File: src/rtl/button_debounce_pkg.sv
// rtl/button_debounce_pkg.sv - shared types, constants and helpers for the button debouncer
package button_pkg;

    typedef enum logic [1:0] {
        RELEASED    = 2'd0,
        CHK_PRESS   = 2'd1,
        PRESSED     = 2'd2,
        CHK_RELEASE = 2'd3
    } btn_state_e;

    // Board buttons pull low when pressed
    localparam logic BTN_ACTIVE = 1'b0;

    function automatic int max_int(input int a, input int b);
        return (a > b) ? a : b;
    endfunction

endpackage

File: src/rtl/button_debounce_if.sv
// rtl/button_debounce_if.sv - raw button inputs and conditioned per-channel outputs
interface button_debounce_if #(
    parameter int NUM_BTN = 2
);
    logic [NUM_BTN-1:0] btn_in;
    logic [NUM_BTN-1:0] btn_level;
    logic [NUM_BTN-1:0] press_pulse;
    logic [NUM_BTN-1:0] release_pulse;
    logic [NUM_BTN-1:0] step_pulse;

    modport master (
        output btn_in,
        input  btn_level,
        input  press_pulse,
        input  release_pulse,
        input  step_pulse
    );

    modport slave (
        input  btn_in,
        output btn_level,
        output press_pulse,
        output release_pulse,
        output step_pulse
    );
endinterface

File: src/rtl/button_debounce_channel.sv
// rtl/button_debounce_channel.sv - one channel: synchronizer, debounce FSM and auto-repeat counter
module button_debounce_channel #(
    parameter int DEBOUNCE_CYCLES = 250000,
    parameter int REPEAT_EN       = 1,
    parameter int REPEAT_DELAY    = 25000000,
    parameter int REPEAT_PERIOD   = 5000000
) (
    input  logic clk_in,
    input  logic rst_in,
    input  logic btn_in,
    output logic btn_level,
    output logic press_pulse,
    output logic release_pulse,
    output logic step_pulse
);
    import button_pkg::*;

    localparam int DEB_W = max_int(1, $clog2(DEBOUNCE_CYCLES));
    localparam int REP_W = max_int(1, $clog2(max_int(REPEAT_DELAY, REPEAT_PERIOD)));

    localparam logic [DEB_W-1:0] DEB_LAST  = DEB_W'(DEBOUNCE_CYCLES - 1);
    localparam logic [REP_W-1:0] REP_FIRST = REP_W'(REPEAT_DELAY - 1);
    localparam logic [REP_W-1:0] REP_NEXT  = REP_W'(REPEAT_PERIOD - 1);

    logic             sync_q1, sync_q2;
    logic             pressed;
    btn_state_e       state, state_n;
    logic [DEB_W-1:0] deb_cnt, deb_n;
    logic [REP_W-1:0] rep_cnt, rep_n;
    logic             first_rep, first_n;
    logic             level_n, press_n, release_n, step_n;

    // Two-flop synchronizer; resets to the released level so reset never looks like a press
    always_ff @(posedge clk_in) begin
        if (!rst_in) begin
            sync_q1 <= ~BTN_ACTIVE;
            sync_q2 <= ~BTN_ACTIVE;
        end else begin
            sync_q1 <= btn_in;
            sync_q2 <= sync_q1;
        end
    end

    assign pressed = (sync_q2 == BTN_ACTIVE);

    // State, counters and registered outputs
    always_ff @(posedge clk_in) begin
        if (!rst_in) begin
            state         <= RELEASED;
            deb_cnt       <= '0;
            rep_cnt       <= '0;
            first_rep     <= 1'b0;
            btn_level     <= 1'b0;
            press_pulse   <= 1'b0;
            release_pulse <= 1'b0;
            step_pulse    <= 1'b0;
        end else begin
            state         <= state_n;
            deb_cnt       <= deb_n;
            rep_cnt       <= rep_n;
            first_rep     <= first_n;
            btn_level     <= level_n;
            press_pulse   <= press_n;
            release_pulse <= release_n;
            step_pulse    <= step_n;
        end
    end

    // Debounce/repeat decisions; the repeat counter is held across a rejected release bounce
    always_comb begin
        state_n   = state;
        deb_n     = deb_cnt;
        rep_n     = rep_cnt;
        first_n   = first_rep;
        press_n   = 1'b0;
        release_n = 1'b0;
        step_n    = 1'b0;
        case (state)
            RELEASED: begin
                if (pressed) begin
                    deb_n   = '0;
                    state_n = CHK_PRESS;
                end
            end
            CHK_PRESS: begin
                if (!pressed) begin
                    state_n = RELEASED;
                end else if (deb_cnt == DEB_LAST) begin
                    state_n = PRESSED;
                    press_n = 1'b1;
                    step_n  = 1'b1;
                    rep_n   = '0;
                    first_n = 1'b1;
                end else begin
                    deb_n = deb_cnt + 1'b1;
                end
            end
            PRESSED: begin
                if (!pressed) begin
                    deb_n   = '0;
                    state_n = CHK_RELEASE;
                end else if (REPEAT_EN != 0) begin
                    if (rep_cnt == (first_rep ? REP_FIRST : REP_NEXT)) begin
                        step_n  = 1'b1;
                        rep_n   = '0;
                        first_n = 1'b0;
                    end else begin
                        rep_n = rep_cnt + 1'b1;
                    end
                end
            end
            CHK_RELEASE: begin
                if (pressed) begin
                    state_n = PRESSED;
                end else if (deb_cnt == DEB_LAST) begin
                    state_n   = RELEASED;
                    release_n = 1'b1;
                end else begin
                    deb_n = deb_cnt + 1'b1;
                end
            end
            default: state_n = RELEASED;
        endcase
        level_n = (state_n == PRESSED) || (state_n == CHK_RELEASE);
    end

endmodule

File: src/rtl/button_debounce.sv
// rtl/button_debounce.sv - NUM_BTN independent debounced button channels
module button_debounce #(
    parameter int NUM_BTN         = 2,
    parameter int DEBOUNCE_CYCLES = 250000,
    parameter int REPEAT_EN       = 1,
    parameter int REPEAT_DELAY    = 25000000,
    parameter int REPEAT_PERIOD   = 5000000
) (
    input  logic              clk_in,
    input  logic              rst_in,
    button_debounce_if.slave  bif
);

    // One self-contained channel per button
    for (genvar i = 0; i < NUM_BTN; i++) begin : g_chan
        button_debounce_channel #(
            .DEBOUNCE_CYCLES (DEBOUNCE_CYCLES),
            .REPEAT_EN       (REPEAT_EN),
            .REPEAT_DELAY    (REPEAT_DELAY),
            .REPEAT_PERIOD   (REPEAT_PERIOD)
        ) u_chan (
            .clk_in        (clk_in),
            .rst_in        (rst_in),
            .btn_in        (bif.btn_in[i]),
            .btn_level     (bif.btn_level[i]),
            .press_pulse   (bif.press_pulse[i]),
            .release_pulse (bif.release_pulse[i]),
            .step_pulse    (bif.step_pulse[i])
        );
    end

endmodule

File: src/flat_wrapper.sv
// flat-port wrapper written by rule: the top's interface ports become plain ports
module button_debounce_flat 
#(
    parameter int NUM_BTN         = 2,
    parameter int DEBOUNCE_CYCLES = 250000,
    parameter int REPEAT_EN       = 1,
    parameter int REPEAT_DELAY    = 25000000,
    parameter int REPEAT_PERIOD   = 5000000
)
  (clk_in, rst_in, bif_btn_in, bif_btn_level, bif_press_pulse, bif_release_pulse, bif_step_pulse);
  button_debounce_if #(.NUM_BTN(NUM_BTN)) bif_i ();
  input  logic clk_in;
  input  logic rst_in;
  input wire logic [$bits(bif_i.btn_in)-1:0] bif_btn_in;
  output wire logic [$bits(bif_i.btn_level)-1:0] bif_btn_level;
  output wire logic [$bits(bif_i.press_pulse)-1:0] bif_press_pulse;
  output wire logic [$bits(bif_i.release_pulse)-1:0] bif_release_pulse;
  output wire logic [$bits(bif_i.step_pulse)-1:0] bif_step_pulse;
  assign bif_i.btn_in = bif_btn_in;
  assign bif_btn_level = bif_i.btn_level;
  assign bif_press_pulse = bif_i.press_pulse;
  assign bif_release_pulse = bif_i.release_pulse;
  assign bif_step_pulse = bif_i.step_pulse;
  button_debounce #(.NUM_BTN(NUM_BTN), .DEBOUNCE_CYCLES(DEBOUNCE_CYCLES), .REPEAT_EN(REPEAT_EN), .REPEAT_DELAY(REPEAT_DELAY), .REPEAT_PERIOD(REPEAT_PERIOD)) u_core (.clk_in(clk_in), .rst_in(rst_in), .bif(bif_i));
endmodule
File: config.mk
export PLATFORM = sky130hd
export DESIGN_NAME = button_debounce_flat
export DESIGN_NICKNAME = d
export VERILOG_FILES = /design/src/rtl/button_debounce_pkg.sv /design/src/rtl/button_debounce_if.sv /design/src/rtl/button_debounce_channel.sv /design/src/rtl/button_debounce.sv /design/src/flat_wrapper.sv
export SDC_FILE = /design/constraint.sdc
export NUM_CORES = 1
export LEC_CHECK = 0
export ABC_AREA = 1
export BUFFER_PORTS_ARGS = -buffer_cell sky130_fd_sc_hd__buf_2
export CORE_UTILIZATION = 65
export CTS_BUF_LIST = sky130_fd_sc_hd__clkbuf_16
export DETAILED_ROUTE_END_ITERATION = 12
export PLACE_DENSITY = 0.82
export SLEW_MARGIN = 20
export SYNTH_ARGS = -nofsm -noshare
export SYNTH_HDL_FRONTEND = slang
export SYNTH_SLANG_ARGS = --single-unit
File: constraint.sdc
create_clock -name clk_in -period 3.8 [get_ports clk_in]
set_clock_uncertainty 0.05 [all_clocks]
set_input_delay 0.95 -clock clk_in [delete_from_list [all_inputs] [get_ports clk_in]]
set_output_delay 0.95 -clock clk_in [all_outputs]
set_load 0.03 [all_outputs]
==> reports/results.txt <==
maxcap violations - 0
post-layout util - 71.76%
biggest regs - u_core.g_chan.u_chan.rep_cnt x50, u_core.g_chan.u_chan.deb_cnt x36, u_core.g_chan.u_chan.state x4
multi-input logic area - 3328 um^2
crit path cell chain - inv_1 > ha_1 > nor2_1 > nor2_1 > a211oi_1 > nand2_1 > nand2_1 > nand3_1 > nor2_1 > nor2_1
initial antenna violation count - 0
Die Y - 98.32 um
cell repeated most along the worst path - nor2_1
Worst Setup End Kind - flip-flop
Num CTS Buffers - 9
Root Buffer - clkbuf_16
post-synthesis xor/xnor area fraction - 2.905%
Post-synth ARST share - 0%
commonest non-fill, non-tap cell in the layout - nand2_1
hold buffers post-CTS - 0
row cnt - 34
Slowest Stage Delay on Critical Path - 0.58 ns
clk buf depth - 2
Setup Crit Path Kind - flip-flop to flip-flop
GRT overflow - 0
max FFs per register - 50
PD cells - 413.2 nW/um^2
post-layout min period - 2.550 ns
CTS H-Tree Depth - 3
CTS tree - built
Yosys top cell area share - 34.53%
register bit total from synthesis - 104
largest reg by FF count - u_core.g_chan.u_chan.rep_cnt
Die Width - 98.32 um
EDFF count, synth - 0
post-synth cell types - 37
main combinational cell family by area after synthesis - simple AND/OR/NAND/NOR gates
Crit path max-delay family - simple AND/OR/NAND/NOR gates
CP max-delay cell - nand2_1
Resize count post-CTS - 0
final setup fails - 0
vias in the first global route - 5302
Final Hold Viols - 0
area of the die - 9666 um^2
maximum fanout along the worst path - 24
Worst Setup Start Kind - flip-flop
first-pass GRT wire length - 23120 um
fmax - 392.1 MHz
Setup crit start - u_core.g_chan[0].u_chan.state[1]$_SDFF_PN0_
setup bufs post-CTS - 0
GPL Wtd Cong - 0.9203
mux contribution to synthesized area - 0%
syn_area_per_cell - 6.360 um^2
final WL - 13550 um
dominant cells by area after synthesis - dfxtp_1 35%, nand2_1 15%, nor2_1 11%
Synth Instances - 948
share of post-route cells with drive strength above 1 - 5.368%
port buffer count - 11
Post-route DRC - 0
fill count - 775
wire per inst - 12.80 um
required time of the critical path - 3.99 ns
post-synthesis compound-gate area fraction - 8.010%
synth warn - 0
commonest non-fill, non-tap cells in the layout - 237 x nand2_1, 183 x nor2_1, 121 x inv_1
Worst EP arrival - 2.74 ns
synthesized area - 6030 um^2
Final #Nets - 965
Storage cell area - 2082 um^2
post-synth top area cell - dfxtp_1
RSZ-0062 raised after global routing - no
Post-DP HPWL - 9902 um
period utilisation layout - 67.11%
Vias per Instance - 5.574
largest net degree at the start of global routing - 30
Area Overhead vs Synth - 5.312%
Tightest Pin Transition - 0.8719 ns
latest clock arrival within the worst-skew pair - 0.34 ns
Clk pin slew, worst setup/hold paths - 0.07 ns
worst IR drop on VDD - 0.3576 mV
Hold Crit Start - u_core.g_chan[0].u_chan.sync_q1$_SDFF_PN1_
status - complete, no violations
Hold WC Path Type - flip-flop to flip-flop
Slew Limit Fails - 0
Core ar. - 8848 um^2
DR vias - 5903
Slew headroom - 41.81%
post-route ant nets - 0
Mapped Nets - 966
Detailed Routing Iterations Pass 1 - 7
Top Ports - 12
Post-Synth Simple-Gate Area - 41.38%
starting DRC count in detailed routing - 285
CP bufs+invs - 1
leakage dissipation - 2.455 nW
setup TNS - 0 ns
GRT Total Usage - 28.67%
top_reg_cell synth - dfxtp_1
sequential element share of the synthesized area - 34.53%
CTS sink cnt - 104
Reg2Reg Launch Point - u_core.g_chan[0].u_chan.state[1]$_SDFF_PN0_
Adder-Cell Fraction of Synth Area - 2.905%
Initial Utilization - 68.14%
Yosys cell counts (all sizes together) (5+ instances only):
master,count
nor3b,6
nand2,251
nor2,186
ha,14
dfxtp,104
nand3,63
nand4,28
o21ai,25
or2,5
nor3,29
buf,19
nand3b,6
inv,122
a21oi,49
xor2,16
logic make-up (layout without fill, tap and decap cells):
kind of cell,Yosys count,in the layout
xor+xnor,20,20
compound gates,86,86
flops,104,104
other cells,0,1
simple gates,579,579
buf+inv,145,147
fa+ha+maj,14,14
final cells by class:
type	count	share of cell area [%]
Multi-Input combinational cell	699	52.41
Inverter	122	7.291
Clock inverter	5	0.9261
Timing Repair Buffer	11	0.8670
Tap cell	108	2.128
Clock buffer	9	3.547
Sequential cell	104	32.79
Antenna cell	1	0.03941
power by group:
| group | switching, mW | total [mW] | internal (mW) |
|---|---|---|---|
| sequential | 0.0341 | 1.17 | 1.13 |
| clock | 0.404 | 0.909 | 0.505 |
| combinational | 0.410 | 0.549 | 0.139 |
layer usage:
metal	GRT usage (%)	routed length (um)	vias to the layer above
li1	-	-	3001
met1	35.90	6020	2663
met2	50.33	6487	209
met3	4.653	766	30
met4	9.300	276	0
met5	0	0	-
metrics by stage:
step                power, mW  instances  instance area (um^2)  hold WS, ns  worst slack (ns)
finish                  2.624       1059                  6350       0.3604             1.250
global route            2.734       1058                  6347       0.3735            0.9210
CTS                     2.624       1058                  6347       0.3642             1.272
detailed placement      1.727       1044                  6063       0.3472             1.278
global placement        1.706       1044                  6063       0.3441             1.332
floorplan               1.633        948                  6030       0.3425             1.806
path summary, 6_finish.rpt:
| check | to | slack (ns) | cells past startpoint |
|---|---|---|---|
| worst max register to register | u_core.g_chan[0].u_chan.deb_cnt[13]$_SDFFE_PN0P_ | 1.25 | 10 |
| worst min register to register | u_core.g_chan[0].u_chan.sync_q2$_SDFF_PN1_ | 0.36 | 1 |
| worst min-delay path | u_core.g_chan[0].u_chan.sync_q2$_SDFF_PN1_ | 0.36 | 1 |
| worst max-delay path | u_core.g_chan[0].u_chan.deb_cnt[13]$_SDFFE_PN0P_ | 1.25 | 10 |
No activity file was read; power rests on OpenSTA's default activity.
